--- config.mk ---
export PLATFORM = sky130hd
export DESIGN_NAME = spi_reg_slave_flat
export DESIGN_NICKNAME = d
export VERILOG_FILES = /design/src/rtl/spi_reg_slave_if.sv /design/src/rtl/spi_reg_slave.sv /design/src/flat_wrapper.sv
export SDC_FILE = /design/constraint.sdc
export NUM_CORES = 1
export LEC_CHECK = 0
export ABC_AREA = 1
export CAP_MARGIN = 0
export CORE_ASPECT_RATIO = 1.25
export CORE_UTILIZATION = 40
export DETAILED_ROUTE_END_ITERATION = 6
export PLACE_DENSITY_LB_ADDON = 0.25
export SKIP_CTS_REPAIR_TIMING = 1
export SYNTH_ARGS = -nofsm -noshare
export SYNTH_HDL_FRONTEND = slang
export SYNTH_SLANG_ARGS = --single-unit
--- constraint.sdc ---
create_clock -name clk -period 1.8 [get_ports clk]
set_input_delay 0.27 -clock clk [delete_from_list [all_inputs] [get_ports clk]]
set_output_delay 0.27 -clock clk [all_outputs]
set_load 0.005 [all_outputs]
--- src/rtl/spi_reg_slave_if.sv ---
// SPI pin and register-bus bundle for spi_reg_slave.
`timescale 1ns/1ps
interface spi_reg_slave_if #(
    parameter int unsigned ADDR_W = 7,
    parameter int unsigned DATA_W = 64
) ();
    logic              sck;
    logic              mosi;
    logic              cs;
    logic              miso;
    logic              miso_oe;
    logic [ADDR_W-1:0] addr;
    logic [DATA_W-1:0] data_in;
    logic [DATA_W-1:0] data_out;
    logic              wr_en;
    logic              rd_en;
    logic              frame_err;
    logic              busy;

    modport slave (
        input  sck, mosi, cs, data_out,
        output miso, miso_oe, addr, data_in, wr_en, rd_en, frame_err, busy
    );

    modport master (
        output sck, mosi, cs, data_out,
        input  miso, miso_oe, addr, data_in, wr_en, rd_en, frame_err, busy
    );
endinterface

--- src/rtl/spi_reg_slave.sv ---
// SPI slave exposing a word-addressed register bus with auto-incrementing bursts.
// Header is ADDR_W address bits then a write flag; each following word is one register.
`timescale 1ns/1ps
module spi_reg_slave #(
    parameter int unsigned ADDR_W = 7,
    parameter int unsigned DATA_W = 64,
    parameter bit          CPOL   = 1'b0,
    parameter bit          CPHA   = 1'b0
) (
    input  logic clk,
    input  logic rst_n,
    spi_reg_slave_if.slave bus
);

    localparam int unsigned RX_W    = (ADDR_W > DATA_W - 1) ? ADDR_W : DATA_W - 1;
    localparam int unsigned CNT_MAX = (ADDR_W + 1 > DATA_W) ? ADDR_W + 1 : DATA_W;
    localparam int unsigned CNT_W   = $clog2(CNT_MAX + 1);
    localparam bit          SAMPLE_RISE = (CPOL == CPHA);

    typedef enum logic [1:0] {IDLE, HDR, DATA} state_t;

    logic [1:0] sck_s, mosi_s, cs_s;
    logic       sck_d, cs_d;
    logic       sck_sync, mosi_sync, cs_sync;
    logic       sck_rise, sck_fall, cs_rise, cs_fall;
    logic       sample_edge, shift_edge;

    state_t            state;
    logic [CNT_W-1:0]  bit_cnt;
    logic [RX_W-1:0]   rx;
    logic [DATA_W-1:0] tx;
    logic              is_write;
    logic              rd_pend;
    logic              inc_pend;
    logic              miso, miso_oe, wr_en, rd_en, frame_err, busy;
    logic [ADDR_W-1:0] addr;
    logic [DATA_W-1:0] data_in;

    // Two-flop synchronizers plus one history flop for edge detection
    always_ff @(posedge clk or negedge rst_n) begin
        if (!rst_n) begin
            sck_s  <= '0;
            mosi_s <= '0;
            cs_s   <= '0;
            sck_d  <= 1'b0;
            cs_d   <= 1'b0;
        end else begin
            sck_s  <= {sck_s[0], bus.sck};
            mosi_s <= {mosi_s[0], bus.mosi};
            cs_s   <= {cs_s[0], bus.cs};
            sck_d  <= sck_s[1];
            cs_d   <= cs_s[1];
        end
    end

    assign sck_sync    = sck_s[1];
    assign mosi_sync   = mosi_s[1];
    assign cs_sync     = cs_s[1];
    assign sck_rise    = sck_sync & ~sck_d;
    assign sck_fall    = ~sck_sync & sck_d;
    assign cs_rise     = cs_sync & ~cs_d;
    assign cs_fall     = ~cs_sync & cs_d;
    assign sample_edge = ~cs_sync & (SAMPLE_RISE ? sck_rise : sck_fall);
    assign shift_edge  = ~cs_sync & (SAMPLE_RISE ? sck_fall : sck_rise);

    // Frame FSM, receive/transmit shifters and register-bus strobes
    always_ff @(posedge clk or negedge rst_n) begin
        if (!rst_n) begin
            state     <= IDLE;
            bit_cnt   <= '0;
            rx        <= '0;
            tx        <= '0;
            is_write  <= 1'b0;
            rd_pend   <= 1'b0;
            inc_pend  <= 1'b0;
            addr      <= '0;
            data_in   <= '0;
            miso      <= 1'b0;
            miso_oe   <= 1'b0;
            wr_en     <= 1'b0;
            rd_en     <= 1'b0;
            frame_err <= 1'b0;
            busy      <= 1'b0;
        end else begin
            wr_en     <= 1'b0;
            rd_en     <= 1'b0;
            frame_err <= 1'b0;
            inc_pend  <= 1'b0;
            rd_pend   <= rd_en;
            miso_oe   <= ~cs_sync;
            if (inc_pend) begin
                addr <= addr + ADDR_W'(1);
            end

            case (state)
                IDLE: begin
                    miso <= 1'b0;
                    if (cs_fall) begin
                        state   <= HDR;
                        busy    <= 1'b1;
                        bit_cnt <= '0;
                        rx      <= '0;
                        tx      <= '0;
                    end
                end

                HDR, DATA: begin
                    if (cs_rise) begin
                        // A partial word is dropped; only a mid-word abort is an error
                        state     <= IDLE;
                        busy      <= 1'b0;
                        bit_cnt   <= '0;
                        rx        <= '0;
                        miso      <= 1'b0;
                        frame_err <= (bit_cnt != '0);
                    end else if (state == HDR) begin
                        miso <= 1'b0;
                        if (sample_edge) begin
                            if (bit_cnt == CNT_W'(ADDR_W)) begin
                                addr     <= rx[ADDR_W-1:0];
                                is_write <= mosi_sync;
                                rd_en    <= ~mosi_sync;
                                state    <= DATA;
                                bit_cnt  <= '0;
                                rx       <= '0;
                            end else begin
                                rx      <= {rx[RX_W-2:0], mosi_sync};
                                bit_cnt <= bit_cnt + CNT_W'(1);
                            end
                        end
                    end else begin
                        if (sample_edge) begin
                            if (bit_cnt == CNT_W'(DATA_W - 1)) begin
                                bit_cnt <= '0;
                                rx      <= '0;
                                if (is_write) begin
                                    data_in  <= {rx[DATA_W-2:0], mosi_sync};
                                    wr_en    <= 1'b1;
                                    inc_pend <= 1'b1;
                                end else begin
                                    addr  <= addr + ADDR_W'(1);
                                    rd_en <= 1'b1;
                                end
                            end else begin
                                rx      <= {rx[RX_W-2:0], mosi_sync};
                                bit_cnt <= bit_cnt + CNT_W'(1);
                            end
                        end
                        // With CPHA=0 the MSB is driven at load, so the shift edge
                        // right after a word boundary must not advance the shifter
                        if (rd_pend) begin
                            if (CPHA) begin
                                tx <= bus.data_out;
                            end else begin
                                miso <= bus.data_out[DATA_W-1];
                                tx   <= {bus.data_out[DATA_W-2:0], 1'b0};
                            end
                        end else if (shift_edge && (CPHA || (bit_cnt != '0))) begin
                            miso <= tx[DATA_W-1];
                            tx   <= {tx[DATA_W-2:0], 1'b0};
                        end
                    end
                end

                default: begin
                    state <= IDLE;
                    busy  <= 1'b0;
                end
            endcase
        end
    end

    assign bus.miso      = miso;
    assign bus.miso_oe   = miso_oe;
    assign bus.addr      = addr;
    assign bus.data_in   = data_in;
    assign bus.wr_en     = wr_en;
    assign bus.rd_en     = rd_en;
    assign bus.frame_err = frame_err;
    assign bus.busy      = busy;

endmodule

--- src/flat_wrapper.sv ---
// flat-port wrapper written by rule: the top's interface ports become plain ports
module spi_reg_slave_flat 
#(
    parameter int unsigned ADDR_W = 7,
    parameter int unsigned DATA_W = 64,
    parameter bit          CPOL   = 1'b0,
    parameter bit          CPHA   = 1'b0
)
  (clk, rst_n, bus_sck, bus_mosi, bus_cs, bus_data_out, bus_miso, bus_miso_oe, bus_addr, bus_data_in, bus_wr_en, bus_rd_en, bus_frame_err, bus_busy);
  spi_reg_slave_if #(.ADDR_W(ADDR_W), .DATA_W(DATA_W)) bus_i ();
  input  logic clk;
  input  logic rst_n;
  input wire logic [$bits(bus_i.sck)-1:0] bus_sck;
  input wire logic [$bits(bus_i.mosi)-1:0] bus_mosi;
  input wire logic [$bits(bus_i.cs)-1:0] bus_cs;
  input wire logic [$bits(bus_i.data_out)-1:0] bus_data_out;
  output wire logic [$bits(bus_i.miso)-1:0] bus_miso;
  output wire logic [$bits(bus_i.miso_oe)-1:0] bus_miso_oe;
  output wire logic [$bits(bus_i.addr)-1:0] bus_addr;
  output wire logic [$bits(bus_i.data_in)-1:0] bus_data_in;
  output wire logic [$bits(bus_i.wr_en)-1:0] bus_wr_en;
  output wire logic [$bits(bus_i.rd_en)-1:0] bus_rd_en;
  output wire logic [$bits(bus_i.frame_err)-1:0] bus_frame_err;
  output wire logic [$bits(bus_i.busy)-1:0] bus_busy;
  assign bus_i.sck = bus_sck;
  assign bus_i.mosi = bus_mosi;
  assign bus_i.cs = bus_cs;
  assign bus_i.data_out = bus_data_out;
  assign bus_miso = bus_i.miso;
  assign bus_miso_oe = bus_i.miso_oe;
  assign bus_addr = bus_i.addr;
  assign bus_data_in = bus_i.data_in;
  assign bus_wr_en = bus_i.wr_en;
  assign bus_rd_en = bus_i.rd_en;
  assign bus_frame_err = bus_i.frame_err;
  assign bus_busy = bus_i.busy;
  spi_reg_slave #(.ADDR_W(ADDR_W), .DATA_W(DATA_W), .CPOL(CPOL), .CPHA(CPHA)) u_core (.clk(clk), .rst_n(rst_n), .bus(bus_i));
endmodule
; ---- Yosys cells after proc, flatten, opt, wreduce, memory -nomap -nowiden
; Index checks and enable logic that the tools add are counted.
[word_totals]
ff_bits = 223
in_bits = 69
out_inout_bits = 77
word_cells = 120
[classes]
add_sub_neg = 2
eq_ne = 13
muxes = 61
bitwise = 13
reduce_logical = 12
[op_table]
columns = cell, count
row1 = $mux 63, 7
row2 = $mux 64, 5
row3 = $pmux 64 s2, 1
row4 = $pmux 63 s2, 1
row5 = $mux 7, 16
row6 = $mux 1, 22
row7 = $add 7x1->7 const B, 2
row8 = $pmux 7 s2, 1
row9 = $ne 3x1->1 const B, 4
row10 = $mux 2, 5
row11 = $reduce_and 5->1, 2
row12 = $eq 7x3->1 const B, 1
row13 = $eq 7x6->1 const B, 1
row14 = $not 1->1, 7
row15 = $reduce_bool 7->1, 1
row16 = $and 1x1->1, 6
row17 = $reduce_and 6->1, 1
row18 = $ne 5x1->1 const B, 1
row19 = $ne 2x1->1 const B, 2
row20 = $ne 2x2->1 const B, 2
row21 = $pmux 1 s2, 2
row22 = $pmux 2 s2, 1
row23 = $reduce_and 2->1, 2
row24 = $reduce_and 4->1, 1
row25 = 7 further kinds, 7

; ---- Longest topological paths before layout
[logic_depth]
ltp_word = 9
mapped_depth = 11
ltp_nobuf = 11

; ---- Worst setup path after synthesis
; OpenSTA, ideal clock, no wires.
[synth_path]
path_kind = reg-to-reg
startpoint = register u_core.state[0]
endpoint = register u_core.tx[1]
setup_time_ns = 0.126
arrival_ns = 1.721
setup_slack_ns = -0.047
path_stages_with_launch = 10
n_path_buf = 2
period_less_slack_ns = 1.847
path_cell_list = dfrtp_1 -> inv_1 -> ha_1 -> inv_2 -> o21ai_1 -> nor2_1 -> a21boi_4 -> buf_4 -> buf_4 -> o21ai_0
[synth_between]
elab_chain_len = 4
elab_cells_between_ends = 11
[synth_lines]
columns = element, line_no
row1 = from (decl), spi_reg_slave.sv:28  ; state_t state;
row2 = from (signal assigned), spi_reg_slave.sv:69  ; state <= IDLE;
row3 = from (signal assigned), spi_reg_slave.sv:99  ; state <= HDR;
row4 = from (signal assigned), spi_reg_slave.sv:110  ; state <= IDLE;
row5 = $eq 2x2->1 / $eq 2x1->1 (equally long branches), "spi_reg_slave.sv:95, spi_reg_slave.sv:116"
row6 = $reduce_or 2->1, spi_reg_slave.sv:95  ; case (state)
row7 = "$ne 3x1->1 (no line), or another cell as far along", n/a
row8 = $reduce_and 5->1 (no line), n/a
row9 = to (signal assigned), spi_reg_slave.sv:153  ; tx <= bus.data_out;
row10 = to (signal assigned), spi_reg_slave.sv:156  ; tx <= {bus.data_out[DATA_W-2:0], 1'b0};
row11 = to (signal assigned), spi_reg_slave.sv:160  ; tx <= {tx[DATA_W-2:0], 1'b0};
row12 = to (decl), spi_reg_slave.sv:31  ; logic [DATA_W-1:0] tx;
; Several ways; a longest one is shown, not always the timed one.
; A chain may end at the register's enable or synchronous reset.

; ---- Worst setup path in the final report
[layout_path]
startpoint = register u_core.state[0]
endpoint = register u_core.tx[6]
; The elaborated chain is that of the path after synthesis.

==> impl_metrics.env <==
export IMPL_status="finished, violations left"
export IMPL_violations="setup timing"
export IMPL_pre_cts_ws_ns=-0.0733
export IMPL_clockRootBuffer="clkbuf_16"
export IMPL_grt_pass1_wl_um=34900
export IMPL_yosysWarnings=0
export IMPL_crit_type="register to register"
export IMPL_vias_per_cell=5.00
export IMPL_p_switching_mw=7.34
export IMPL_hold_start="bus_cs"
export IMPL_grt_pass1_vias=7061
export IMPL_crit_path_frequent_cell="buf_6"
export IMPL_dr_pass1_iters=4
export IMPL_coreArea_sq_um=23600
export IMPL_arrival_ns=2.23
export IMPL_post_drt_wl_per_cell_um=15.3
export IMPL_ioPinCount=146
export IMPL_final_cell_mix="nand2_1 (230), dfrtp_1 (220), inv_1 (156), clkdlybuf4s50_1 (144), o21ai_0 (97)"
export IMPL_drc_errors=0
export IMPL_final_common_cell="nand2_1"
export IMPL_crit_family="buffers and inverters"
export IMPL_slew_viol_final=0
export IMPL_cts_inserted_buffers=24
export IMPL_seqPwrFrac=0.295
export IMPL_critPathRequiredTime_ns=2.18
export IMPL_cap_violations=0
export IMPL_insertedDiodeCount=0
export IMPL_hpwl_um=14000
export IMPL_swShare=0.365
export IMPL_multi_input_area_sq_um=3570
export IMPL_crit_buf_inv=4
export IMPL_worst_pin_slew_ns=0.465
export IMPL_grt_max_degree=67
export IMPL_endpoint_kind="register"
export IMPL_worstSetupStartpointType="register"
export IMPL_cp_slowest_cell="dfrtp_1"
export IMPL_p_total_mw=20.1
export IMPL_synth_cell_area_sq_um=9610
export IMPL_post_route_period_util=1.02
export IMPL_rr_startpoint="u_core.state[0]$_DFFE_PN0P_"
export IMPL_grt_overflow=0
export IMPL_ys_ff_latch=222
export IMPL_core_rowCount=63
export IMPL_place_gp_congestion=0.815
export IMPL_stdcell_count=1566
export IMPL_fin_util=0.570
export IMPL_via_count=7829
export IMPL_hold_class="input port to register"
export IMPL_clock_sinks=222
export IMPL_n_fill_cell=2064
export IMPL_crit_path_cell_trace="inv_2 > ha_4 > inv_4 > o21ai_2 > nor2_2 > a21boi_4 > buf_6 > buf_6 > o21ai_0"
export IMPL_vdd_ir_drop_max_mv=0.998
export IMPL_insertion_delay_ns=0.53
export IMPL_synth_fp_nets=1138
export IMPL_critPathLaunch="u_core.state[0]$_DFFE_PN0P_"
export IMPL_drive_gt1_frac=0.199
export IMPL_seqCellArea_sq_um=5560
export IMPL_synthCells=1062
export IMPL_finClkSkew_ns=0.0200
export IMPL_die_h_um=175
export IMPL_power_frac_clock=0.262
export IMPL_pwr_share_comb=0.443
export IMPL_maxSlewHeadroom=0.690
export IMPL_fp_dieW_um=141
export IMPL_clk_pin_slew_ns=0.06
export IMPL_p_leak_nw=5.93
export IMPL_power_density_nw_per_um2=1490
export IMPL_yosys_cell_types_count=35
export IMPL_path_max_fanout=8
export IMPL_htreeDepth=1
export IMPL_clockBufferDepth=3
export IMPL_finalCriticalPeriod_ns=1.84
export IMPL_placed_cells=1481
export IMPL_ys_seq_area_frac=0.578
export IMPL_syn_area_per_cell_sq_um=9.05
export IMPL_cts_tree="built"
export IMPL_nNetsFinal=1333
export IMPL_intPower_mw=12.8
export IMPL_antenna_found_initial=0
export IMPL_max_stage_delay_ns=0.41
export IMPL_io_buffers=145
export IMPL_grt_total_usage=0.172
export IMPL_first_iter_violations=410
export IMPL_fin_ws_ns=-0.0438
export IMPL_max_freq_ghz=0.542
export IMPL_hold_viol=0
export IMPL_dieArea_sq_um=24700
export IMPL_syn_to_final_growth_pct=40.3
export IMPL_setup_violations_final=34
export IMPL_finalWirelength_um=24000
export IMPL_ant_nets=0
export IMPL_tns_ns=-0.609
export IMPL_rsz0062_at_grt="yes"
export IMPL_start_util=0.407
[synthesized netlist by cell type]
cell | n | area, sq um
nand2_1 | 254 | 953
dfrtp_1 | 222 | 5560
inv_1 | 161 | 604
o21ai_0 | 151 | 756
o21ai_1 | 53 | 265
o22ai_1 | 39 | 244
clkbuf_1 | 29 | 109
o22ai_2 | 26 | 325
nand3_1 | 25 | 125
nor2_1 | 20 | 75.1
buf_2 | 12 | 60.1
a21oi_1 | 8 | 40.0
ha_1 | 7 | 87.6
buf_4 | 6 | 45.0
buf_6 | 6 | 67.6
inv_2 | 5 | 18.8
nand2_2 | 5 | 31.3
nand4_1 | 5 | 31.3
xor2_1 | 5 | 43.8
nor2_2 | 3 | 18.8
or2_2 | 3 | 18.8
nor3_1 | 2 | 10.0
o211ai_1 | 2 | 15.0
o21ai_2 | 2 | 17.5
a21boi_4 | 1 | 18.8
a22oi_1 | 1 | 7.51
buf_1 | 1 | 3.75
clkinv_2 | 1 | 5.00
mux2i_1 | 1 | 10.0
nand2_4 | 1 | 11.3
nand3_2 | 1 | 10.0
nand3b_1 | 1 | 7.51
nor3b_1 | 1 | 7.51
o21a_1 | 1 | 7.51
o21bai_1 | 1 | 7.51
[stage by stage]
step / hold WS, ns / cell area, sq um
floorplan: -0.0256 / 9630
global placement: 0.231 / 11600
detailed placement: 0.223 / 11600
CTS: -0.321 / 12500
global route: 0.212 / 13500
finish: 0.208 / 13500
[final cells by class]
type	instances	share of cell area
flip-flops and latches	222	0.412
inverters	167	0.0474
repair buffers	222	0.185
clock buffers	31	0.0494
multi-input cells	620	0.265
well taps	292	0.0271
clock inverters	12	0.0144
[routing by layer]
layer	global-route usage	share of wire	up-vias
li1	-	-	3821
met1	0.232	0.44	3792
met2	0.296	0.50	187
met3	0.0191	0.039	29
met4	0.0457	0.017	0
met5	0	0	-
[power by group through the flow]
stage	Clock, mW	Sequential [mW]	Combinational, mW
after detailed placement	0	6.00	5.66
final	5.26	5.93	8.90
after global routing	5.57	6.00	9.53
after CTS	5.37	5.92	5.68
after floorplan	0	5.96	3.89
after global placement	0	5.99	5.61
[cells by family after synthesis]
group	Yosys count	synth area share
mux	1	0.00104
flops	222	0.578
simple gates	321	0.135
fa+ha+maj	7	0.00911
compound gates	285	0.177
buf+inv	221	0.0950
xor+xnor	5	0.00455
[flip-flops by register name, summed over array words and instances (netlist names), 2 cells and up]
signal / flops
u_core.bit_cnt: 7
u_core.bus.addr: 7
u_core.bus.data_in: 64
u_core.cs_s: 2
u_core.mosi_s: 2
u_core.rx: 63
u_core.sck_s: 2
u_core.state: 2
u_core.tx: 63
[path summary, 6_finish.rpt]
| check | slack [ns] | endpoint | cells past startpoint |
|---|---|---|---|
| max in group asynchronous | 0.84 | u_core.bus.data_in[44]$_DFFE_PN0P_ | 3 |
| hold / removal | 0.21 | u_core.cs_s[0]$_DFF_PN0_ | 1 |
| setup / recovery | -0.04 | u_core.tx[6]$_DFFE_PN0P_ | 9 |
| hold reg to reg | 0.35 | u_core.sck_s[1]$_DFF_PN0_ | 0 |
| min in group asynchronous | 0.27 | u_core.tx[6]$_DFFE_PN0P_ | 2 |
| setup reg to reg | -0.04 | u_core.tx[6]$_DFFE_PN0P_ | 9 |
Note: power is estimated with default switching activity, not from simulation.
